==> config.mk <==
export PLATFORM = sky130hd
export DESIGN_NAME = j_i2s_tx
export DESIGN_NICKNAME = d
export VERILOG_FILES = /design/src/rtl/j_i2s_tx.sv
export SDC_FILE = /design/constraint.sdc
export NUM_CORES = 1
export LEC_CHECK = 0
export BUFFER_PORTS_ARGS = -buffer_cell sky130_fd_sc_hd__buf_2
export CAP_MARGIN = 20
export CORE_ASPECT_RATIO = 0.9
export CORE_MARGIN = 4
export CORE_UTILIZATION = 58
export CTS_CLUSTER_DIAMETER = 120
export DETAILED_ROUTE_END_ITERATION = 16
export GPL_ROUTABILITY_DRIVEN = 0
export PLACE_DENSITY = 0.77
export SETUP_SLACK_MARGIN = 0.02
export SLEW_MARGIN = 10
export SYNTH_ARGS = -nofsm -noshare
export SYNTH_HDL_FRONTEND = slang
export SYNTH_SLANG_ARGS = --single-unit
==> constraint.sdc <==
create_clock -name sys_clk -period 3 [get_ports sys_clk]
set_clock_uncertainty 0.1 [all_clocks]
set_input_delay 0.6 -clock sys_clk [delete_from_list [all_inputs] [get_ports sys_clk]]
set_output_delay 0.6 -clock sys_clk [all_outputs]
set_load 0.01 [all_outputs]
==> src/rtl/j_i2s_tx.sv <==
// rtl/j_i2s_tx.sv - I2S-style serial audio transmitter with internal bit-clock divider
// Left/right holding registers are serialised MSB first, WS leading data by one bit.
module j_i2s_tx #(
  parameter int WIDTH = 16,
  parameter int DIV_W = 8
) (
  input  logic             sys_clk,
  input  logic             resetl,
  input  logic             enable,
  input  logic [DIV_W-1:0] sclk_div,
  input  logic [WIDTH-1:0] din,
  input  logic             wr_l,
  input  logic             wr_r,
  output logic             sck,
  output logic             ws,
  output logic             sdata,
  output logic             req,
  output logic             busy
);
  localparam int BW = $clog2(2*WIDTH);
  localparam logic [BW-1:0] LAST = BW'(2*WIDTH-1);
  localparam logic [BW-1:0] HALF = BW'(WIDTH);

  typedef enum logic {IDLE, RUN} state_t;
  state_t state, state_next;

  logic [WIDTH-1:0] left_h, right_h, shift;
  logic [DIV_W-1:0] div_cnt;
  logic [BW-1:0]    bitcnt, b, b_next;
  logic             tick, fall, active;

  always_ff @(posedge sys_clk) begin
    if (!resetl) state <= IDLE;
    else         state <= state_next;
  end

  always_comb begin
    state_next = state;
    busy       = 1'b0;
    case (state)
      IDLE: if (enable) state_next = RUN;
      RUN: begin
        busy = 1'b1;
        if (!enable) state_next = IDLE;
      end
      default: state_next = IDLE;
    endcase
  end

  assign active = (state == RUN) && enable;
  // >= rather than == so a lowered divider mid-count still ticks at once
  assign tick   = div_cnt >= sclk_div;
  assign fall   = tick && sck;
  assign b      = (bitcnt == LAST) ? '0 : bitcnt + BW'(1);
  assign b_next = (b == LAST) ? '0 : b + BW'(1);

  always_ff @(posedge sys_clk) begin
    if (!resetl) begin
      left_h  <= '0;
      right_h <= '0;
    end else begin
      if (wr_l) left_h  <= din;
      if (wr_r) right_h <= din;
    end
  end

  always_ff @(posedge sys_clk) begin
    if (!resetl || !active) begin
      sck     <= 1'b0;
      ws      <= 1'b0;
      sdata   <= 1'b0;
      req     <= 1'b0;
      shift   <= '0;
      div_cnt <= '0;
      bitcnt  <= LAST;
    end else begin
      req <= 1'b0;
      if (tick) begin
        div_cnt <= '0;
        sck     <= ~sck;
      end else begin
        div_cnt <= div_cnt + DIV_W'(1);
      end
      if (fall) begin
        bitcnt <= b;
        ws     <= (b_next >= HALF);
        if (b == '0) begin
          shift <= left_h << 1;
          sdata <= left_h[WIDTH-1];
          req   <= 1'b1;
        end else if (b == HALF) begin
          shift <= right_h << 1;
          sdata <= right_h[WIDTH-1];
        end else begin
          sdata <= shift[WIDTH-1];
          shift <= shift << 1;
        end
      end
    end
  end

endmodule
== After elaboration in Yosys (flattened, before gate mapping) ==
Cells that the tools add are included.
Operators by class
  reductions and logical operators: 8
  eq/ne operators: 3
  div/mod/pow operators: 0
  mux-type cells: 9
  magnitude comparators: 2
  shift operators: 0
  bitwise logic cells: 2
  multiply operators: 0
  add/subtract/negate cells: 3
Operators with widths (count)
  two-way mux 16 bit: 2
  equality test 5 bit (second input constant): 3
  adder 5 x 1 -> 5 bit (second input constant): 2
  two-way mux 5 bit: 2
  adder 8 x 1 -> 8 bit (second input constant): 1
  greater-or-equal comparator 8 bit: 1
  greater-or-equal comparator 5 bit (second input constant): 1
  zero test 5 bit: 1
  two-way mux 1 bit: 5
  OR reduction 2 bit: 2
  logical AND 1 bit: 2
  zero test 1 bit: 2
  NOT 1 bit: 2
  logical OR 1 bit: 1
Word-level totals
  bits in registers: 66
  input bits: 29
  output and inout port bits: 5
  memory bits (writable): 0
  logic and storage cells: 37
  memory bits (read-only): 0
  memories kept: 0
  bits in latches: 0

== Depth between registers and ports, before layout ==
Gate-level depths: netlist (run 1).
  word-level depth: 5
  depth in mapped cells: 11
  gate-level depth less buffers: 8

== Least setup slack after synthesis (run 1) ==
No wires, ideal clock.
  path kind: reg-to-reg
  start: register bitcnt[0]
  end: register shift[10]
  setup time: 143 ps
  required time: 2757 ps
  path slack: 450 ps
  buffers on the path: 4
  clock period less this slack: 2550 ps
  stages on the path, launching flop included: 12
  data arrival time: 2307 ps
  cell sequence: dfxtp_1 -> ha_1 -> buf_2 -> clkbuf_1 -> and3_1 -> ha_1 -> buf_2 -> buf_2 -> mux2i_1 -> nand3_1 -> o211ai_2 -> a21oi_2
On the way
  longest elaborated chain between the ends: 5
  elaborated cells between the ends (all ways): 7
  those cells by class: add/sub (1); eq/ne (2); mux (3); reduce/logical (1)
Ends and longest elaborated chain
  start, declared: RTL line 29  | logic [BW-1:0] bitcnt, b, b_next;
  start signal, assigned: RTL line 75  | bitcnt <= LAST;
  start signal, assigned: RTL line 85  | bitcnt <= b;
  adder 5 x 1 -> 5 bit or equality test 5 bit (tied branches): RTL line 54  | assign b = (bitcnt == LAST) ? '0 : bitcnt + BW'(1);
  two-way mux 5 bit (*): RTL line 54
  net b[4]: RTL line 29
  equality test 5 bit: RTL line 91  | end else if (b == HALF) begin
  two-way mux 16 bit: RTL line 91
  two-way mux 16 bit (*): RTL line 87  | if (b == '0) begin
  end signal, assigned: RTL line 88  | shift <= left_h << 1;
  end signal, assigned: RTL line 92  | shift <= right_h << 1;
  end signal, assigned: RTL line 96  | shift <= shift << 1;
  end, declared: RTL line 27  | logic [WIDTH-1:0] left_h, right_h, shift;
The timed path passes the listed nets; every way through them passes the cells marked *.
A chain may end at the register's enable or synchronous reset.

== Worst setup path after layout (run 1) ==
  start: register bitcnt[0]
  end: register req
On the way
  longest elaborated chain between the ends: 4
  elaborated cells between the ends (all ways): 5
  those cells by class: add/sub (1); eq/ne (1); mux (2); reduce/logical (1)
Ends and longest elaborated chain
  adder 5 x 1 -> 5 bit or equality test 5 bit (tied branches): RTL line 54
  two-way mux 5 bit (*): RTL line 54
  zero test 5 bit (*): RTL line 87
  two-way mux 1 bit (*): RTL line 87
  end signal, assigned: RTL line 72  | req <= 1'b0;
  end signal, assigned: RTL line 77  | req <= 1'b0;
  end signal, assigned: RTL line 90  | req <= 1'b1;
  end, declared: RTL line 17  | output logic req,
Mark *: on every way between the ends. The rest lies on a longest branch, timed or not.

==> results of run 1 <==
==> power by group through the flow <==
stage	registers [mW]	clock network, mW	logic, mW
after CTS	0.903	0.817	0.124
after global placement	0.921	0	0.120
after floorplan	0.919	0	0.0878
after detailed placement	0.922	0	0.123
final	0.903	0.798	0.123
after global routing	0.906	0.848	0.139
==> stage by stage <==
stage          power (mW)  worst slack (ns)  cell area [um^2]  util (%)
2_1_floorplan        1.01             0.450              3180         -
5_1_grt              1.89             0.521              3580      67.6
4_1_cts              1.84             0.734              3580      67.6
3_5_place_dp         1.05             0.512              3360      63.6
3_3_place_gp         1.04             0.542              3360      63.6
6_report             1.82             0.700              3580      67.6
==> per-layer routing <==
layer | part of all wire [%] | vias up | global-route usage (%) | routed length, um
met3 | 4.9 | 5 | 5.46 | 298
met1 | 51 | 1071 | 27.6 | 3060
met2 | 43 | 51 | 29.1 | 2630
met4 | 1.0 | 0 | 6.33 | 62
met5 | 0 | - | 0 | 0
li1 | - | 1165 | - | -
==> final timing paths <==
kind                                 from  endpoint  slack (ns)  depth (start not counted)
worst max-delay path            bitcnt[0]       req        0.70                          6
worst min-delay path             shift[1]  shift[1]        0.35                          2
worst max register to register  bitcnt[0]       req        0.70                          6
worst min register to register   shift[1]  shift[1]        0.35                          2
==> state kept, by name, summed over array words and instances, names as in the netlist <==
| name | cells |
|---|---|
| left_h | 16 |
| req | 1 |
| state | 1 |
| shift | 15 |
| bitcnt | 5 |
| sdata | 1 |
| right_h | 16 |
| ws | 1 |
| sck | 1 |
| div_cnt | 8 |
==> critical path: stages, from the launching register on <==
cell and delay [ns]:
dfxtp_1 0.45, ha_1 0.21, and3_1 0.16, ha_1 0.31, a31o_4 0.27, and2_4 0.33
nor4b_1 0.34
==> cell usage after synthesis, types with 5 or more instances <==
cell type	instances	area, um^2
a21oi_1	8	40.0
a21oi_2	10	87.6
xnor2_1	5	43.8
o211ai_1	9	67.6
o211ai_2	8	100
inv_1	10	37.5
nor2b_1	33	206
ha_1	12	150
dfxtp_1	65	1300
nand3_1	20	100
nor2_1	10	37.5
mux2i_1	48	480
and3_1	5	31.3
buf_2	7	35.0
nand2_1	25	93.8
clkbuf_1	8	30.0
==> cell families (layout without fill, tap and decap cells) <==
| kind of cell | after synthesis | in the layout | share of synthesized area (%) |
|---|---|---|---|
| simple gates | 104 | 104 | 17.7 |
| flops | 65 | 65 | 40.9 |
| compound gates | 48 | 48 | 13.9 |
| xor+xnor | 8 | 8 | 2.20 |
| buf+inv | 31 | 67 | 5.23 |
| mux | 49 | 49 | 15.4 |
| fa+ha+maj | 12 | 12 | 4.72 |
==> area by class of cell <==
| type | instances | share of cell area, % |
|---|---|---|
| repair buffers | 41 | 6.30 |
| flip-flops and latches | 65 | 36.4 |
| inverters | 10 | 1.05 |
| clock buffers | 11 | 3.67 |
| clock inverters | 5 | 2.24 |
| multi-input cells | 221 | 48.0 |
| well taps | 67 | 2.34 |
==> flow_metrics.tcl, run 1 <==
set metrics [dict create \
    synthFlopType "dfxtp_1" \
    hold_viol 0 \
    avgSynthCellArea_um2 10.0 \
    syn_inst 317 \
    post_cts_buffers 0 \
    hpwl_mm 4.19 \
    drc 0 \
    wl_per_cell_um 14.4 \
    die_h_um 78.3 \
    synthToLayoutAreaGrowth_pct 12.3 \
    final_common_cell "dfxtp_1" \
    synth_edf_count 0 \
    ff_latch_area_um2 1300 \
    max_freq_mhz 435 \
    die_x_um 86.1 \
    place_inst 404 \
    cts_buffers 9 \
    cp_max_fo 17 \
    crit_arrival_ns 2.41 \
    fin_cells 420 \
    ys_seq_elements 65 \
    vias_per_cell 5.46 \
    p_int_mw 1.42 \
    comb_power_share_pct 6.7 \
    seqPwrFrac_pct 49.5 \
    setup_tns_ns 0 \
    yosys_warnings 0 \
    core_area_um2 5290 \
    vias 2292 \
    cp.required_ns 3.11 \
    grt_overflow 0 \
    vdd_drop_max_mv 0.404 \
    synth_async_sr_flop_share_pct 0 \
    layout-drive-gt1-share_pct 22.9 \
    antenna_found_initial 0 \
    netlist_area_um2 3180 \
    cap_violations 0 \
    ctsResizeCount 0 \
    ant_nets 0 \
    power_density_nw_per_um2 510 \
    yosysSeqAreaShare_pct 40.9 \
    final_max_slew_viol_count 0 \
    path_class "reg2reg" \
    port_buffers 33 \
    setup_violations 0 \
    rsz0062_at_grt "false" \
    ys_types 40 \
    fin_crit_sh_pct 76.7 \
    min_path_type "reg2reg" \
    die_area_um2 6740 \
    fin_crit_ns 2.30 \
    finalHoldWorstSlack_ns 0.351 \
    track_usage_pct 19.7 \
    hold_buffers 0 \
    switching_share_pct 22.2 \
    firstDrtPassIters 4 \
    worst_setup_path_start_kind "flip-flop" \
    diodes 0 \
    first_iter_violations 81 \
    htreeDepth 3 \
    clkPwrFrac_pct 43.8 \
    drt_wl_total_mm 6.06 \
    num_rows 25 \
    relSlewSlack_pct 66.0 \
    outcome "complete, no violations" \
    p_sw_mw 0.404 \
    grt_pass1_vias 2243 \
    root_buffer "clkbuf_8" \
    crit_path_end_kind "flip-flop" \
    clock_path_buffers 2 \
    grt_max_degree 35 \
    grt_pass1_wl_mm 10.6 \
    multi_input_area_um2 1720 \
    clk_pin_slew_worst_paths_ns 0.07 \
    clock_latency_ns 0.33 \
    ioPinCount 34 \
    clock-sinks 65 \
    p_leak_nw 1.49 \
    final_cell_mix "dfxtp_1 (65), mux2i_1 (48), nor2b_1 (33), buf_2 (33), nand2_1 (25)" \
    nNetsFinal 389 \
    synth_nets 358 \
    worst_slew_pin_slew_ns 0.510 \
    start_util_pct 60.2 \
    cts_tree "done" \
    n_fill_cell 409 \
]
Power figures use the tool's default switching activity.
==> inputs of run 2 (changes only) <==
--- a/config.mk
+++ b/config.mk
@@ -5,15 +5,16 @@
 export SDC_FILE = /design/constraint.sdc
 export NUM_CORES = 1
 export LEC_CHECK = 0
+export ABC_AREA = 1
 export BUFFER_PORTS_ARGS = -buffer_cell sky130_fd_sc_hd__buf_2
 export CAP_MARGIN = 20
 export CORE_ASPECT_RATIO = 0.9
 export CORE_MARGIN = 4
-export CORE_UTILIZATION = 58
+export CORE_UTILIZATION = 53
 export CTS_CLUSTER_DIAMETER = 120
 export DETAILED_ROUTE_END_ITERATION = 16
 export GPL_ROUTABILITY_DRIVEN = 0
-export PLACE_DENSITY = 0.77
+export PLACE_DENSITY = 0.74
 export SETUP_SLACK_MARGIN = 0.02
 export SLEW_MARGIN = 10
 export SYNTH_ARGS = -nofsm -noshare
==> constraint.sdc (replaced) <==
create_clock -name sys_clk -period 2.05 [get_ports sys_clk]
set_clock_uncertainty 0.1 [all_clocks]
set_input_delay 0.41 -clock sys_clk [delete_from_list [all_inputs] [get_ports sys_clk]]
set_output_delay 0.41 -clock sys_clk [all_outputs]
set_load 0.01 [all_outputs]
==> run 2 against run 1 <==
Area after synthesis grew 0.43%; clock power grew 55%; cell area is 5.1% higher; power grew 50%; die area up 8.9%; clock-buffer cell count is 1 lower; sequential cell count did not move; highest routed layer unchanged.
==> flow_metrics.tcl, run 2 <==
set metrics [dict create \
    outcome "complete, no violations" \
    core_area_um2 5760 \
    ioPinCount 34 \
    worst_setup_path_start_kind "flip-flop" \
    nNetsFinal 525 \
    power_density_nw_per_um2 730 \
    r2r-start "bitcnt[1]" \
    avgSynthCellArea_um2 7.20 \
    crit_path_end "shift[8]" \
    cp_num_cells 12 \
    setup_tns_ns 0 \
    die_x_um 89.9 \
    max_freq_mhz 545 \
    drt_wl_total_mm 7.29 \
    syn_inst 444 \
    fin_crit_ns 1.84 \
    clock_latency_ns 0.34 \
    crit_path_end_kind "flip-flop" \
    path_class "reg2reg" \
    slowest_delay_ns 0.35 \
    port_buffers 33 \
    synth_edf_count 0 \
    ys_seq_elements 65 \
    critPathBufInv 2 \
    layout-drive-gt1-share_pct 19.6 \
    synthFlopType "dfxtp_1" \
    final_common_cell "nor2_1" \
    firstDrtPassIters 4 \
    antenna_found_initial 0 \
    crit_start "bitcnt[1]" \
    synthToLayoutAreaGrowth_pct 17.6 \
    place_ws_ns 0.0939 \
    setup_violations 0 \
    yosysMostFrequentCell "nor2_1" \
    final_max_slew_viol_count 0 \
    cts_tree "done" \
    grt_overflow 0 \
    synth_async_sr_flop_share_pct 0 \
    final_cell_mix "nor2_1 (101), nand2_1 (63), dfxtp_1 (63)" \
    drc 0 \
    first_iter_violations 192 \
    hpwl_mm 4.99 \
    cap_violations 0 \
    start_util_pct 55.5 \
    vias 2963 \
    num_rows 26 \
    fin_crit_sh_pct 89.6 \
    diodes 0 \
    cp_max_fo 7 \
    grt_max_degree 38 \
    synth_nets 485 \
    relSlewSlack_pct 62.1 \
    clock-sinks 65 \
    hold_start "enable" \
    p_leak_nw 1.83 \
    worst_slew_pin_slew_ns 0.567 \
    htreeDepth 3 \
    hold_viol 0 \
    slowest_stage "dfxtp_2" \
    rsz0062_at_grt "false" \
    setup_ws_ns 0.214 \
    yosysSeqAreaShare_pct 40.7 \
    wl_per_cell_um 13.0 \
    track_usage_pct 21.0 \
    clk_pin_slew_worst_paths_ns 0.08 \
    reg2reg_to "shift[8]" \
    root_buffer "clkbuf_8" \
    clock_path_buffers 2 \
    largestRegisters "left_h: 16 flops, right_h: 16 flops, shift: 15 flops" \
    synth_area_leaders "dfxtp_1 (41%), nor2_1 (12%), nand2_1 (7.6%)" \
    rrSetupSlack_ns 0.21 \
    grt_pass1_vias 2706 \
    crit_arrival_ns 1.98 \
    vdd_drop_max_mv 0.510 \
    netlist_area_um2 3200 \
    cp.required_ns 2.19 \
    synth_top_area_share_pct 40.7 \
    die_h_um 81.7 \
    cts_buffers 9 \
    r2r_cells 12 \
    final_util_pct 65.3 \
    hold_buffers 0 \
    synth_area_leader_cell "dfxtp_1" \
    die_area_um2 7340 \
    ys_types 31 \
    grt_pass1_wl_mm 12.4 \
    crit_chain "ha_4, nand2_2, nor2_2, ha_2, inv_2, a21oi_4, buf_12, nand2_2, nand2_1, nand3_1, nor2_1, nor2_1" \
    crit_family "simple AND/OR/NAND/NOR gates" \
    min_path_type "in2reg" \
    ant_nets 0 \
    yosys_warnings 0 \
    vias_per_cell 5.30 \
    synth_commonest_cells "nor2_1 (102), dfxtp_1 (65), nand2_1 (65)" \
]
-- run 2: area by class of cell --
class	instances	area, um^2
Fill cell	502	2000
Multi-Input combinational cell	312	1620
Sequential cell	65	1300
Timing Repair Buffer	51	350
Inverter	45	169
Clock buffer	10	138
Clock inverter	6	91.3
Tap cell	70	87.6
-- run 2: what timing repair did --
item	CTS	global route
setup endpoints to repair	0	15
setup buffers	0	1
resized for setup	0	14
endpoints found under the hold margin	0	0
-- run 2: kinds of logic (layout without fill, tap and decap cells) --
group | after synthesis | after routing | synth area share, %
xor gates and xnor gates | 3 | 3 | 0.822
and+or+nand+nor | 253 | 254 | 37.1
AOI/OAI and AO/OA | 43 | 43 | 7.16
DFF | 65 | 65 | 40.7
adders and majority gates | 12 | 12 | 4.69
buffers and inverters | 68 | 112 | 9.55
-- run 2: routing by layer --
metal,GRT usage [%],routed length (um)
met2,34.2,3300
met3,5.49,486
met5,0,0
met4,7.65,86
met1,27.2,3420
-- run 2: power breakdown --
group / switching [mW] / internal, mW
sequential: 0.0235 / 1.31
clock: 0.519 / 0.719
combinational: 0.102 / 0.0719
-- run 2: worst min-delay path, cell delays in order --
cell,delay (ns)
buf_2,0.07
nand2_1,0.04
inv_1,0.06
-- run 2: through the flow --
| step | cell area [um^2] | cells | hold WS [ns] | power, mW |
|---|---|---|---|---|
| after floorplan | 3200 | 444 | 0.328 | 1.46 |
| after global placement | 3430 | 540 | 0.345 | 1.53 |
| after detailed placement | 3430 | 540 | 0.353 | 1.53 |
| after CTS | 3660 | 556 | 0.155 | 2.76 |
| after global routing | 3760 | 559 | 0.182 | 2.85 |
| final | 3760 | 559 | 0.171 | 2.74 |
-- run 2: worst min path at each step --
stage | to | slack [ns] | depth (start not counted)
after CTS | state | 0.16 | 3
after floorplan | left_h[0] | 0.33 | 2
final | state | 0.17 | 3
after global routing | state | 0.18 | 3
after detailed placement | left_h[0] | 0.35 | 2
after global placement | left_h[0] | 0.34 | 2
==> inputs of run 3 (changes only) <==
--- a/config.mk
+++ b/config.mk
@@ -8,13 +8,15 @@
 export ABC_AREA = 1
 export BUFFER_PORTS_ARGS = -buffer_cell sky130_fd_sc_hd__buf_2
 export CAP_MARGIN = 20
+export CELL_PAD_IN_SITES_DETAIL_PLACEMENT = 0
+export CELL_PAD_IN_SITES_GLOBAL_PLACEMENT = 1
 export CORE_ASPECT_RATIO = 0.9
 export CORE_MARGIN = 4
-export CORE_UTILIZATION = 53
+export CORE_UTILIZATION = 38
 export CTS_CLUSTER_DIAMETER = 120
 export DETAILED_ROUTE_END_ITERATION = 16
 export GPL_ROUTABILITY_DRIVEN = 0
-export PLACE_DENSITY = 0.74
+export PLACE_DENSITY = 0.73
 export SETUP_SLACK_MARGIN = 0.02
 export SLEW_MARGIN = 10
 export SYNTH_ARGS = -nofsm -noshare
==> run 3 against run 2 <==
Via count decreased by 1.7%; sequential cell count stayed put; non-clock buffer count shrank 3; highest routed layer unchanged; sequential share of layout area rose by 0.12 points; fmax is 2.3% lower; utilization shrank 19 points; register-to-register slack got worse by 0.04 ns; first-iteration DRC count down 30%; power fell by 5.1%.
==> flow_metrics.tcl, run 3 (same netlist as run 2, synthesis figures left out) <==
set metrics [dict create \
    outcome "complete, no violations" \
    crit_path_end_kind "flip-flop" \
    relSlewSlack_pct 60.8 \
    grt_overflow 0 \
    start_util_pct 39.5 \
    hold_viol 0 \
    final_cell_mix "nor2_1 (102), nand2_1 (65), dfxtp_1 (64)" \
    p_leak_nw 1.81 \
    drc 0 \
    clock_latency_ns 0.34 \
    final_max_slew_viol_count 0 \
    min_path_type "in2reg" \
    root_buffer "clkbuf_8" \
    hpwl_mm 5.21 \
    nNetsFinal 522 \
    cts_buffers 9 \
    power_density_nw_per_um2 695 \
    cap_violations 0 \
    ant_nets 0 \
    wl_per_cell_um 14.5 \
    final_common_cell "nor2_1" \
    p_int_mw 1.94 \
    worst_slew_pin_slew_ns 0.587 \
    clock-sinks 65 \
    worst_setup_path_start_kind "flip-flop" \
    cp.required_ns 2.23 \
    htreeDepth 3 \
    switching_share_pct 25.3 \
    largestRegisters "left_h: 16 flops, right_h: 16 flops, shift: 15 flops" \
    comb_power_share_pct 6.8 \
    grt_pass1_wl_mm 13.3 \
    first_iter_violations 134 \
    vias 2912 \
    fin_crit_ns 1.88 \
    firstDrtPassIters 4 \
    core_area_um2 8110 \
    clk_pin_slew_worst_paths_ns 0.08 \
    clock_path_buffers 2 \
    seqPwrFrac_pct 51.1 \
    cts_tree "done" \
    cp_max_fo 15 \
    setup_tns_ns 0 \
    rsz0062_at_grt "true" \
    grt_pass1_vias 2710 \
    fin_cells 585 \
    track_usage_pct 16.8 \
    diodes 0 \
    layout-drive-gt1-share_pct 17.9 \
    path_class "reg2reg" \
    vias_per_cell 4.98 \
    n_fill_cell 815 \
    clkPwrFrac_pct 42.1 \
    max_freq_mhz 532 \
    place_inst 566 \
    drt_wl_total_mm 8.46 \
    vdd_drop_max_mv 0.365 \
    setup_violations 0 \
    die_area_um2 9950 \
    synthToLayoutAreaGrowth_pct 17.1 \
    ioPinCount 34 \
    ff_latch_area_um2 1300 \
    p_sw_mw 0.658 \
    antenna_found_initial 0 \
    port_buffers 33 \
    fin_crit_sh_pct 91.7 \
    grt_max_degree 38 \
    num_rows 31 \
    die_x_um 105 \
    crit_arrival_ns 2.06 \
    multi_input_area_um2 1620 \
    die_h_um 95.0 \
]
run 3: cell types whose count changed in the layout (fill, tap and decap cells not counted), sizes merged:
cell,delta
buf,-3
bufinv,-1
clkinv,+1
clkinvlp,-1
inv,+1
run 3: power groups by stage:
stage                     Sequential [mW]  Combinational (mW)  Clock [mW]
after global routing                 1.34               0.204        1.18
after CTS                            1.33               0.178        1.15
after detailed placement             1.36               0.176           0
final                                1.33               0.177        1.09
after global placement               1.36               0.174           0
after floorplan                      1.35               0.107           0
run 3: layer usage:
metal | track usage [%] | vias to the layer above | routed length, um
met2 | 26.3 | 57 | 3880
met3 | 3.86 | 5 | 365
met5 | 0 | - | 0
met1 | 23.0 | 1328 | 4160
li1 | - | 1522 | -
met4 | 5.79 | 0 | 54
run 3: repair_timing:
action | in CTS | in global routing
resized for setup | 0 | 8
endpoints found under the setup margin | 0 | 16
hold buffers | 0 | 0
setup buffers | 0 | 1
run 3: final timing paths:
path | startpoint | endpoint | slack, ns | cells past startpoint
max | bitcnt[1] | shift[4] | 0.17 | 12
min | enable | state | 0.18 | 3
max reg2reg | bitcnt[1] | shift[4] | 0.17 | 12
min reg2reg | left_h[0] | left_h[0] | 0.36 | 2
run 3: critical path, cell delays in order (launching register included):
cell	delay, ns
dfxtp_1	0.34
ha_2	0.18
nand2_1	0.06
nor2_1	0.10
ha_1	0.16
inv_2	0.08
a21oi_4	0.15
buf_12	0.15
clkbuf_16	0.17
nand4_1	0.10
nand3_1	0.09
nor2_1	0.04
nor2_1	0.09
run 3: layout make-up:
cell class / instances / area share, %
inverter: 45 / 4.51
sequential: 65 / 34.8
tap: 99 / 3.31
clock inverter: 6 / 1.80
timing repair buffer: 48 / 8.86
multi-input combinational: 312 / 43.3
clock buffer: 10 / 3.41
run 3: through the flow:
stage                     cell area, um^2  util, %  setup WS (ns)  total power, mW  hold slack (ns)
after floorplan                      3200        -          0.142             1.46            0.328
after global placement               3460     42.7         0.0620             1.53            0.350
after detailed placement             3460     42.7         0.0445             1.54            0.348
after CTS                            3660     45.1         0.0950             2.66            0.151
after global routing                 3740     46.2       -0.00576             2.72            0.179
final                                3740     46.2          0.171             2.60            0.176
